===== src/rtl/muldiv_sequencer_if.sv =====
// Request/result bus between the EXE stage and the multiply/divide sequencer.
interface muldiv_sequencer_if;
  logic        START;
  logic [1:0]  OP;
  logic [31:0] A;
  logic [31:0] B;
  logic        HILO_READ;
  logic        FLUSH;
  logic        BUSY;
  logic        STALL;
  logic        DONE;
  logic        HILO_WE;
  logic [31:0] HI_OUT;
  logic [31:0] LO_OUT;

  modport master (
    output START, OP, A, B, HILO_READ, FLUSH,
    input  BUSY, STALL, DONE, HILO_WE, HI_OUT, LO_OUT
  );

  modport slave (
    input  START, OP, A, B, HILO_READ, FLUSH,
    output BUSY, STALL, DONE, HILO_WE, HI_OUT, LO_OUT
  );
endinterface


===== src/rtl/muldiv_sequencer.sv =====
// Iterative multiply/divide unit: one shift-add or restoring-divide step per
// cycle over 32 cycles, with sign handling before and after the loop.
module muldiv_sequencer (
  input logic               CLK,
  input logic               RESET,
  muldiv_sequencer_if.slave bus
);

  typedef enum logic [2:0] {IDLE, PREP, ITER, FIX, FIN} state_t;

  state_t      state, state_next;
  logic [5:0]  count;
  logic [1:0]  op_q;
  logic [31:0] a_q, b_q;
  logic        sign_a, sign_b;
  logic [31:0] opnd;      // multiplicand (multiply) or divisor (divide) magnitude
  logic [63:0] work;      // {acc, multiplier} or {remainder, dividend/quotient}
  logic [31:0] hi_q, lo_q;

  logic        accept, busy, done;
  logic        is_div, is_signed;
  logic [31:0] abs_a, abs_b;
  logic [32:0] mul_sum;
  logic [63:0] mul_next;
  logic [32:0] div_trial, div_diff;
  logic        div_ge;
  logic [63:0] div_next;
  logic [63:0] prod_fix;
  logic [31:0] quot_fix, rem_fix;
  logic [31:0] hi_res, lo_res;

  assign is_div    = op_q[1];
  assign is_signed = ~op_q[0];
  assign accept    = (state == IDLE || state == FIN) && bus.START && !bus.FLUSH;

  // Next-state and handshake outputs of the sequencer FSM.
  always_comb begin
    // NOTE: every output of a combinational block gets a default first so no path leaves it unassigned (which would infer a latch).
    state_next = state;
    busy       = 1'b0;
    done       = 1'b0;
    case (state)
      IDLE: if (bus.START) state_next = PREP;
      PREP: begin
        busy       = 1'b1;
        state_next = ITER;
      end
      ITER: begin
        busy = 1'b1;
        if (count == 6'd31) state_next = FIX;
      end
      FIX: begin
        busy       = 1'b1;
        state_next = FIN;
      end
      FIN: begin
        done       = 1'b1;
        state_next = bus.START ? PREP : IDLE;
      end
      default: state_next = IDLE;
    endcase
    // Abort overrides everything, including a START seen this cycle.
    if (bus.FLUSH) state_next = IDLE;
  end

  assign bus.BUSY    = busy;
  assign bus.STALL   = busy & (bus.START | bus.HILO_READ);
  assign bus.DONE    = done;
  assign bus.HILO_WE = done;
  assign bus.HI_OUT  = hi_q;
  assign bus.LO_OUT  = lo_q;

  // One iteration step plus the final sign correction and result placement.
  always_comb begin
    abs_a     = (is_signed && a_q[31]) ? -a_q : a_q;
    abs_b     = (is_signed && b_q[31]) ? -b_q : b_q;
    // Multiply: conditionally add the multiplicand to the upper half, then
    // shift the 65-bit {carry, acc, multiplier} right by one.
    mul_sum   = {1'b0, work[63:32]} + (work[0] ? {1'b0, opnd} : 33'd0);
    mul_next  = {mul_sum, work[31:1]};
    // Divide: shift the next dividend bit into the partial remainder and
    // subtract the divisor only when it fits (restoring division).
    div_trial = work[63:31];
    div_ge    = div_trial >= {1'b0, opnd};
    div_diff  = div_trial - {1'b0, opnd};
    div_next  = div_ge ? {div_diff[31:0], work[30:0], 1'b1}
                       : {div_trial[31:0], work[30:0], 1'b0};
    prod_fix  = (sign_a ^ sign_b) ? -work : work;
    quot_fix  = (sign_a ^ sign_b) ? -work[31:0] : work[31:0];
    rem_fix   = sign_a ? -work[63:32] : work[63:32];
    hi_res    = prod_fix[63:32];
    lo_res    = prod_fix[31:0];
    if (is_div) begin
      if (b_q == 32'd0) begin
        hi_res = a_q;
        lo_res = 32'hFFFF_FFFF;
      end else begin
        hi_res = rem_fix;
        lo_res = quot_fix;
      end
    end
  end

  // Control state: FSM, iteration counter and architectural HI/LO.
  always_ff @(posedge CLK or negedge RESET) begin
    if (!RESET) begin
      state <= IDLE;
      count <= 6'd0;
      hi_q  <= 32'd0;
      lo_q  <= 32'd0;
    end else begin
      // NOTE: sequential state uses non-blocking assignments so every register samples pre-edge values.
      state <= state_next;
      if (state == PREP) count <= 6'd0;
      else if (state == ITER) count <= count + 6'd1;
      if (state == FIX && !bus.FLUSH) begin
        hi_q <= hi_res;
        lo_q <= lo_res;
      end
    end
  end

  // Operand latch and iteration datapath.
  // NOTE: these registers are always written before being read in an operation, so they carry no reset.
  always_ff @(posedge CLK) begin
    if (accept) begin
      op_q <= bus.OP;
      a_q  <= bus.A;
      b_q  <= bus.B;
    end
    case (state)
      PREP: begin
        sign_a <= is_signed & a_q[31];
        sign_b <= is_signed & b_q[31];
        work   <= {32'd0, is_div ? abs_a : abs_b};
        opnd   <= is_div ? abs_b : abs_a;
      end
      ITER: work <= is_div ? div_next : mul_next;
      default: ;
    endcase
  end

endmodule


===== src/flat_wrapper.sv =====
// flat-port wrapper written by rule: the top's interface ports become plain ports
module muldiv_sequencer_flat 
  (CLK, RESET, bus_START, bus_OP, bus_A, bus_B, bus_HILO_READ, bus_FLUSH, bus_BUSY, bus_STALL, bus_DONE, bus_HILO_WE, bus_HI_OUT, bus_LO_OUT);
  muldiv_sequencer_if bus_i ();
  input logic CLK;
  input logic RESET;
  input wire logic [$bits(bus_i.START)-1:0] bus_START;
  input wire logic [$bits(bus_i.OP)-1:0] bus_OP;
  input wire logic [$bits(bus_i.A)-1:0] bus_A;
  input wire logic [$bits(bus_i.B)-1:0] bus_B;
  input wire logic [$bits(bus_i.HILO_READ)-1:0] bus_HILO_READ;
  input wire logic [$bits(bus_i.FLUSH)-1:0] bus_FLUSH;
  output wire logic [$bits(bus_i.BUSY)-1:0] bus_BUSY;
  output wire logic [$bits(bus_i.STALL)-1:0] bus_STALL;
  output wire logic [$bits(bus_i.DONE)-1:0] bus_DONE;
  output wire logic [$bits(bus_i.HILO_WE)-1:0] bus_HILO_WE;
  output wire logic [$bits(bus_i.HI_OUT)-1:0] bus_HI_OUT;
  output wire logic [$bits(bus_i.LO_OUT)-1:0] bus_LO_OUT;
  assign bus_i.START = bus_START;
  assign bus_i.OP = bus_OP;
  assign bus_i.A = bus_A;
  assign bus_i.B = bus_B;
  assign bus_i.HILO_READ = bus_HILO_READ;
  assign bus_i.FLUSH = bus_FLUSH;
  assign bus_BUSY = bus_i.BUSY;
  assign bus_STALL = bus_i.STALL;
  assign bus_DONE = bus_i.DONE;
  assign bus_HILO_WE = bus_i.HILO_WE;
  assign bus_HI_OUT = bus_i.HI_OUT;
  assign bus_LO_OUT = bus_i.LO_OUT;
  muldiv_sequencer u_core (.CLK(CLK), .RESET(RESET), .bus(bus_i));
endmodule

===== config.mk =====
export PLATFORM = sky130hd
export DESIGN_NAME = muldiv_sequencer_flat
export DESIGN_NICKNAME = d
export VERILOG_FILES = /design/src/rtl/muldiv_sequencer_if.sv /design/src/rtl/muldiv_sequencer.sv /design/src/flat_wrapper.sv
export SDC_FILE = /design/constraint.sdc
export NUM_CORES = 1
export LEC_CHECK = 0
export BUFFER_PORTS_ARGS = -buffer_cell sky130_fd_sc_hd__buf_4
export CAP_MARGIN = 0
export CORE_MARGIN = 1
export CORE_UTILIZATION = 30
export DETAILED_ROUTE_END_ITERATION = 10
export PLACE_DENSITY_LB_ADDON = 0.3
export SYNTH_ARGS = -nofsm -noshare
export SYNTH_HDL_FRONTEND = slang
export SYNTH_SLANG_ARGS = --single-unit

===== constraint.sdc =====
create_clock -name CLK -period 17.7 [get_ports CLK]
set_input_delay 2.655 -clock CLK [delete_from_list [all_inputs] [get_ports CLK]]
set_output_delay 2.655 -clock CLK [all_outputs]
set_load 0.01 [all_outputs]

==> metrics.txt <==
# TYPE chip_impl_metric gauge
chip_impl_metric{name="achievable-frequency",unit="MHz"} 174
chip_impl_metric{name="ant_nets",unit=""} 0
chip_impl_metric{name="fillers",unit=""} 5812
chip_impl_metric{name="worstMarginPinSlew",unit="ns"} 1.04
chip_impl_info{name="regToRegStartpoint",value="u_core.work[31]$_DFFE_PN_"} 1
chip_impl_info{name="crit_path_start_kind",value="primary input"} 1
chip_impl_metric{name="cp_data_required_time",unit="ns"} 15.05
chip_impl_metric{name="grt_pass1_wl",unit="microns"} 86100
chip_impl_metric{name="finalClockSkew",unit="ns"} 0.0268
chip_impl_metric{name="maxCapViolations",unit=""} 0
chip_impl_metric{name="tot_gr_track_use",unit=""} 0.196
chip_impl_metric{name="gpl.final_weighted_congestion",unit=""} 0.953
chip_impl_metric{name="grt_max_degree",unit=""} 87
chip_impl_metric{name="post_synthesis_compound_gate_area_fraction",unit=""} 0.186
chip_impl_metric{name="totalNegativeSetupSlack",unit="ns"} 0
chip_impl_info{name="outcome",value="finished, final reports clean"} 1
chip_impl_metric{name="n_antenna_cell",unit=""} 0
chip_impl_metric{name="irDropWorstVdd",unit="mV"} 0.0758
chip_impl_metric{name="worst-r2r-cell-count",unit=""} 13
chip_impl_info{name="class_of_the_tightest_hold_or_removal_check",value="flop to flop"} 1
chip_impl_metric{name="drt_wl_total",unit="microns"} 58000
chip_impl_metric{name="io_pins",unit=""} 139
chip_impl_metric{name="timing.critical_path.buf_inv",unit=""} 2
chip_impl_metric{name="die_area",unit="sq mm"} 0.0579
chip_impl_metric{name="core-area",unit="sq mm"} 0.0564
chip_impl_metric{name="rrSetupSlack",unit="ns"} 13.18
chip_impl_metric{name="cts_max_level",unit=""} 1
chip_impl_metric{name="synth_edf_count",unit=""} 164
chip_impl_metric{name="yosys.area.top_type_share",unit=""} 0.288
chip_impl_info{name="synth_flop_cell",value="sky130_fd_sc_hd__edfxtp_1"} 1
chip_impl_metric{name="synth_warn",unit=""} 0
chip_impl_metric{name="detailedPlacementHpwl",unit="microns"} 44100
chip_impl_metric{name="dr.first_iter.drc_count",unit=""} 1542
chip_impl_info{name="timing.critical_path.mode_cell",value="sky130_fd_sc_hd__buf_4"} 1
chip_impl_metric{name="synth-async-reset-ratio",unit=""} 0.308
chip_impl_metric{name="cts.repair_timing.setup_buffer_count",unit=""} 0
chip_impl_info{name="hold-path-endpoint",value="u_core.bus.HI_OUT[8]$_DFFE_PN0P_"} 1
chip_impl_metric{name="die_width",unit="microns"} 241
chip_impl_metric{name="slew_headroom",unit=""} 0.309
chip_impl_metric{name="crit_path_max_fanout",unit=""} 3
chip_impl_metric{name="cts_max_path_buffers",unit=""} 3
chip_impl_metric{name="timing_max_transition_violations_final",unit=""} 0
chip_impl_metric{name="area_growth_syn_to_layout",unit="%"} 15.5
chip_impl_info{name="synth_area_leaders",value="sky130_fd_sc_hd__edfxtp_1 29%, sky130_fd_sc_hd__dfrtp_1 11%, sky130_fd_sc_hd__xor2_1 5.6%"} 1
chip_impl_metric{name="synthesized_area",unit="sq mm"} 0.0171
chip_impl_metric{name="synth.net_count",unit=""} 1995
chip_impl_metric{name="cts_resized",unit=""} 0
chip_impl_metric{name="final_util",unit=""} 0.350
chip_impl_info{name="min_from",value="u_core.bus.HI_OUT[8]$_DFFE_PN0P_"} 1
chip_impl_metric{name="finish.net_count",unit=""} 2077
chip_impl_metric{name="tritonroute_pass_1_iters",unit=""} 7
chip_impl_metric{name="core.rowCount",unit=""} 87
chip_impl_info{name="grt_setup_unrepaired",value="false"} 1
chip_impl_metric{name="synth_simple_gate_area_frac",unit=""} 0.166
chip_impl_info{name="synth_most_common_cell",value="sky130_fd_sc_hd__nor2_1"} 1
chip_impl_metric{name="global_route.overflow_total",unit=""} 0
chip_impl_metric{name="yosys.cell_types.count",unit=""} 79
chip_impl_metric{name="synth-adder-area-share",unit=""} 0.0528
chip_impl_metric{name="yosys_register_bits",unit=""} 237
chip_impl_metric{name="io_buffer_count",unit=""} 138
chip_impl_info{name="path_delay_family",value="buffers and inverters"} 1
chip_impl_metric{name="start_util",unit=""} 0.303
chip_impl_metric{name="synth.area.mux_share",unit=""} 0.0556
chip_impl_metric{name="worstPathArrival",unit="ns"} 3.08
chip_impl_metric{name="drc_errors",unit=""} 0
chip_impl_metric{name="via_count",unit=""} 14996
chip_impl_metric{name="synth_xor_area_frac",unit=""} 0.106
chip_impl_info{name="clock-root-buffer",value="sky130_fd_sc_hd__clkbuf_16"} 1
chip_impl_metric{name="fin_worst_hold_slack",unit="ns"} 0.483
chip_impl_info{name="clock_tree_from_tritoncts",value="built"} 1
chip_impl_metric{name="total_power_density_per_cell_area",unit="mW/mm^2"} 95.3
chip_impl_metric{name="postSynthCellCount",unit=""} 1853
chip_impl_metric{name="grt_antenna_before_repair",unit=""} 2
chip_impl_metric{name="post-route-period-util",unit=""} 0.324
chip_impl_metric{name="cts.sink_count",unit=""} 237
chip_impl_metric{name="critical-path-max-stage-delay",unit="ns"} 0.17
chip_impl_metric{name="insertion_delay",unit="ns"} 0.58
chip_impl_metric{name="fp.dieH",unit="microns"} 241
chip_impl_info{name="setup.worst_path.end_class",value="output pin"} 1
chip_impl_metric{name="leakagePower",unit="nW"} 7.86
chip_impl_info{name="worstPathCellList",value="buf_4 -> o21a_1 -> buf_4"} 1
chip_impl_metric{name="clk_pin_slew",unit="ns"} 0.06
chip_impl_info{name="worstSetupPathType",value="primary input to output pin"} 1
chip_impl_info{name="worstReg2RegEnd",value="u_core.work[58]$_SDFFCE_PN0N_"} 1
chip_impl_metric{name="min_delay_path_depth",unit=""} 2
chip_impl_metric{name="grt_pass1_vias",unit=""} 13971
chip_impl_metric{name="route.detailed.vias_per_inst",unit=""} 5.53
chip_impl_info{name="synth_top_family_by_area",value="compound AO/OA/AOI/OAI gates"} 1
chip_impl_metric{name="ys_seq_area_frac",unit=""} 0.395
chip_impl_info{name="critical-path-slowest-cell",value="sky130_fd_sc_hd__o21a_1"} 1
chip_impl_metric{name="routed_wire_length_per_instance",unit="microns"} 21.4
chip_impl_info{name="cell_type_with_the_largest_total_area_after_synthesis",value="sky130_fd_sc_hd__edfxtp_1"} 1
chip_impl_metric{name="setup_viol",unit=""} 0
chip_impl_metric{name="period_needed",unit="ns"} 5.73
chip_impl_metric{name="ctsHoldBuffers",unit=""} 0
chip_impl_metric{name="cts-buffers-inserted",unit=""} 27
chip_impl_metric{name="finalHoldViolCount",unit=""} 0
chip_impl_metric{name="drive_gt1_frac",unit=""} 0.141
chip_impl_metric{name="synth.avg_cell_area",unit="sq um"} 9.23
chip_impl_info{name="ys_top_cells_by_count",value="241 x sky130_fd_sc_hd__nor2_1, 164 x sky130_fd_sc_hd__edfxtp_1, 160 x sky130_fd_sc_hd__a21oi_1, 150 x sky130_fd_sc_hd__nand2_1, 123 x sky130_fd_sc_hd__o21ai_0"} 1
==> power by group <==
group	leakage [nW]	total (mW)	internal (mW)	switching, mW
clock	0.436	0.571	0.327	0.244
sequential	2.47	0.775	0.682	0.0934
combinational	4.95	0.535	0.239	0.296
==> stage by stage <==
stage | instances | setup slack (ns) | instance area, sq um | total power [mW]
after floorplan | 1853 | 7.45 | 17100 | 1.09
after global placement | 2662 | 11.94 | 18900 | 1.31
after detailed placement | 2662 | 11.96 | 18900 | 1.32
after CTS | 2712 | 11.96 | 19700 | 1.89
after global routing | 2712 | 11.94 | 19700 | 1.97
final | 2712 | 11.97 | 19700 | 1.88
==> cell families after synthesis <==
group                    Yosys count
multiplexers                      59
AND/OR/NAND/NOR                  598
AO/OA/AOI/OAI                    509
flip-flops                       237
adder cells (fa/ha/maj)           71
XOR/XNOR                         207
buffers and inverters            172
==> worst register-to-register path: cells and delay by family (launching register included) <==
family	cells	cell delay (ns)
AND/OR/NAND/NOR	3	0.93
adder cells (fa/ha/maj)	2	0.64
flip-flops	1	0.53
buffers and inverters	2	0.32
AO/OA/AOI/OAI	6	1.80
==> state kept, by name, indices dropped and copies added (netlist names), 2 cells and up <==
signal and flops:
u_core.count 6, u_core.opnd 32, u_core.b_q 32, u_core.bus.LO_OUT 32, u_core.state 3, u_core.op_q 2
u_core.a_q 32, u_core.bus.HI_OUT 32, u_core.work 64
==> cell type report <==
| cell class | count | area, sq um | area share |
|---|---|---|---|
| Multi-Input combinational cell | 1444 | 9730 | 0.493 |
| Sequential cell | 237 | 6750 | 0.342 |
| Timing Repair Buffer | 156 | 1170 | 0.0593 |
| Tap cell | 756 | 946 | 0.0479 |
| Clock buffer | 40 | 796 | 0.0403 |
| Inverter | 69 | 259 | 0.0131 |
| Clock inverter | 10 | 93.8 | 0.00475 |
==> worst max path at each step <==
stage | start | end | cells past startpoint
after floorplan | bus_FLUSH | u_core.a_q[0]$_DFFE_PP_ | 1
after global placement | bus_START | bus_STALL | 3
after detailed placement | bus_START | bus_STALL | 3
after CTS | bus_START | bus_STALL | 3
after global routing | bus_START | bus_STALL | 3
final | bus_START | bus_STALL | 3
==> cell usage in the layout, fill, tap and decap left out, types with 15 or more instances in the layout <==
cell type and instances:
sky130_fd_sc_hd__nor2_1 241, sky130_fd_sc_hd__edfxtp_1 164, sky130_fd_sc_hd__a21oi_1 160, sky130_fd_sc_hd__buf_4 156, sky130_fd_sc_hd__nand2_1 149, sky130_fd_sc_hd__o21ai_0 123
sky130_fd_sc_hd__xor2_1 110, sky130_fd_sc_hd__xnor2_1 96, sky130_fd_sc_hd__dfrtp_1 73, sky130_fd_sc_hd__ha_1 69, sky130_fd_sc_hd__inv_1 66, sky130_fd_sc_hd__a211oi_1 38
sky130_fd_sc_hd__nor3_1 38, sky130_fd_sc_hd__a31oi_1 33, sky130_fd_sc_hd__nand3_1 30, sky130_fd_sc_hd__clkbuf_16 28, sky130_fd_sc_hd__mux4_2 27, sky130_fd_sc_hd__a21o_1 25
sky130_fd_sc_hd__or3_1 24, sky130_fd_sc_hd__o22a_1 21, sky130_fd_sc_hd__mux2_2 18, sky130_fd_sc_hd__nor4_1 16, sky130_fd_sc_hd__o41ai_1 15
==> metal layers <==
layer | global-route usage | wire, microns | up-vias
met1 | 0.269 | 25200 | 7296
met5 | 0 | 12 | -
met3 | 0.0544 | 5440 | 96
met4 | 0.0556 | 1700 | 2
li1 | - | - | 6948
met2 | 0.299 | 25600 | 654
Note: power is estimated with default switching activity, not from simulation.
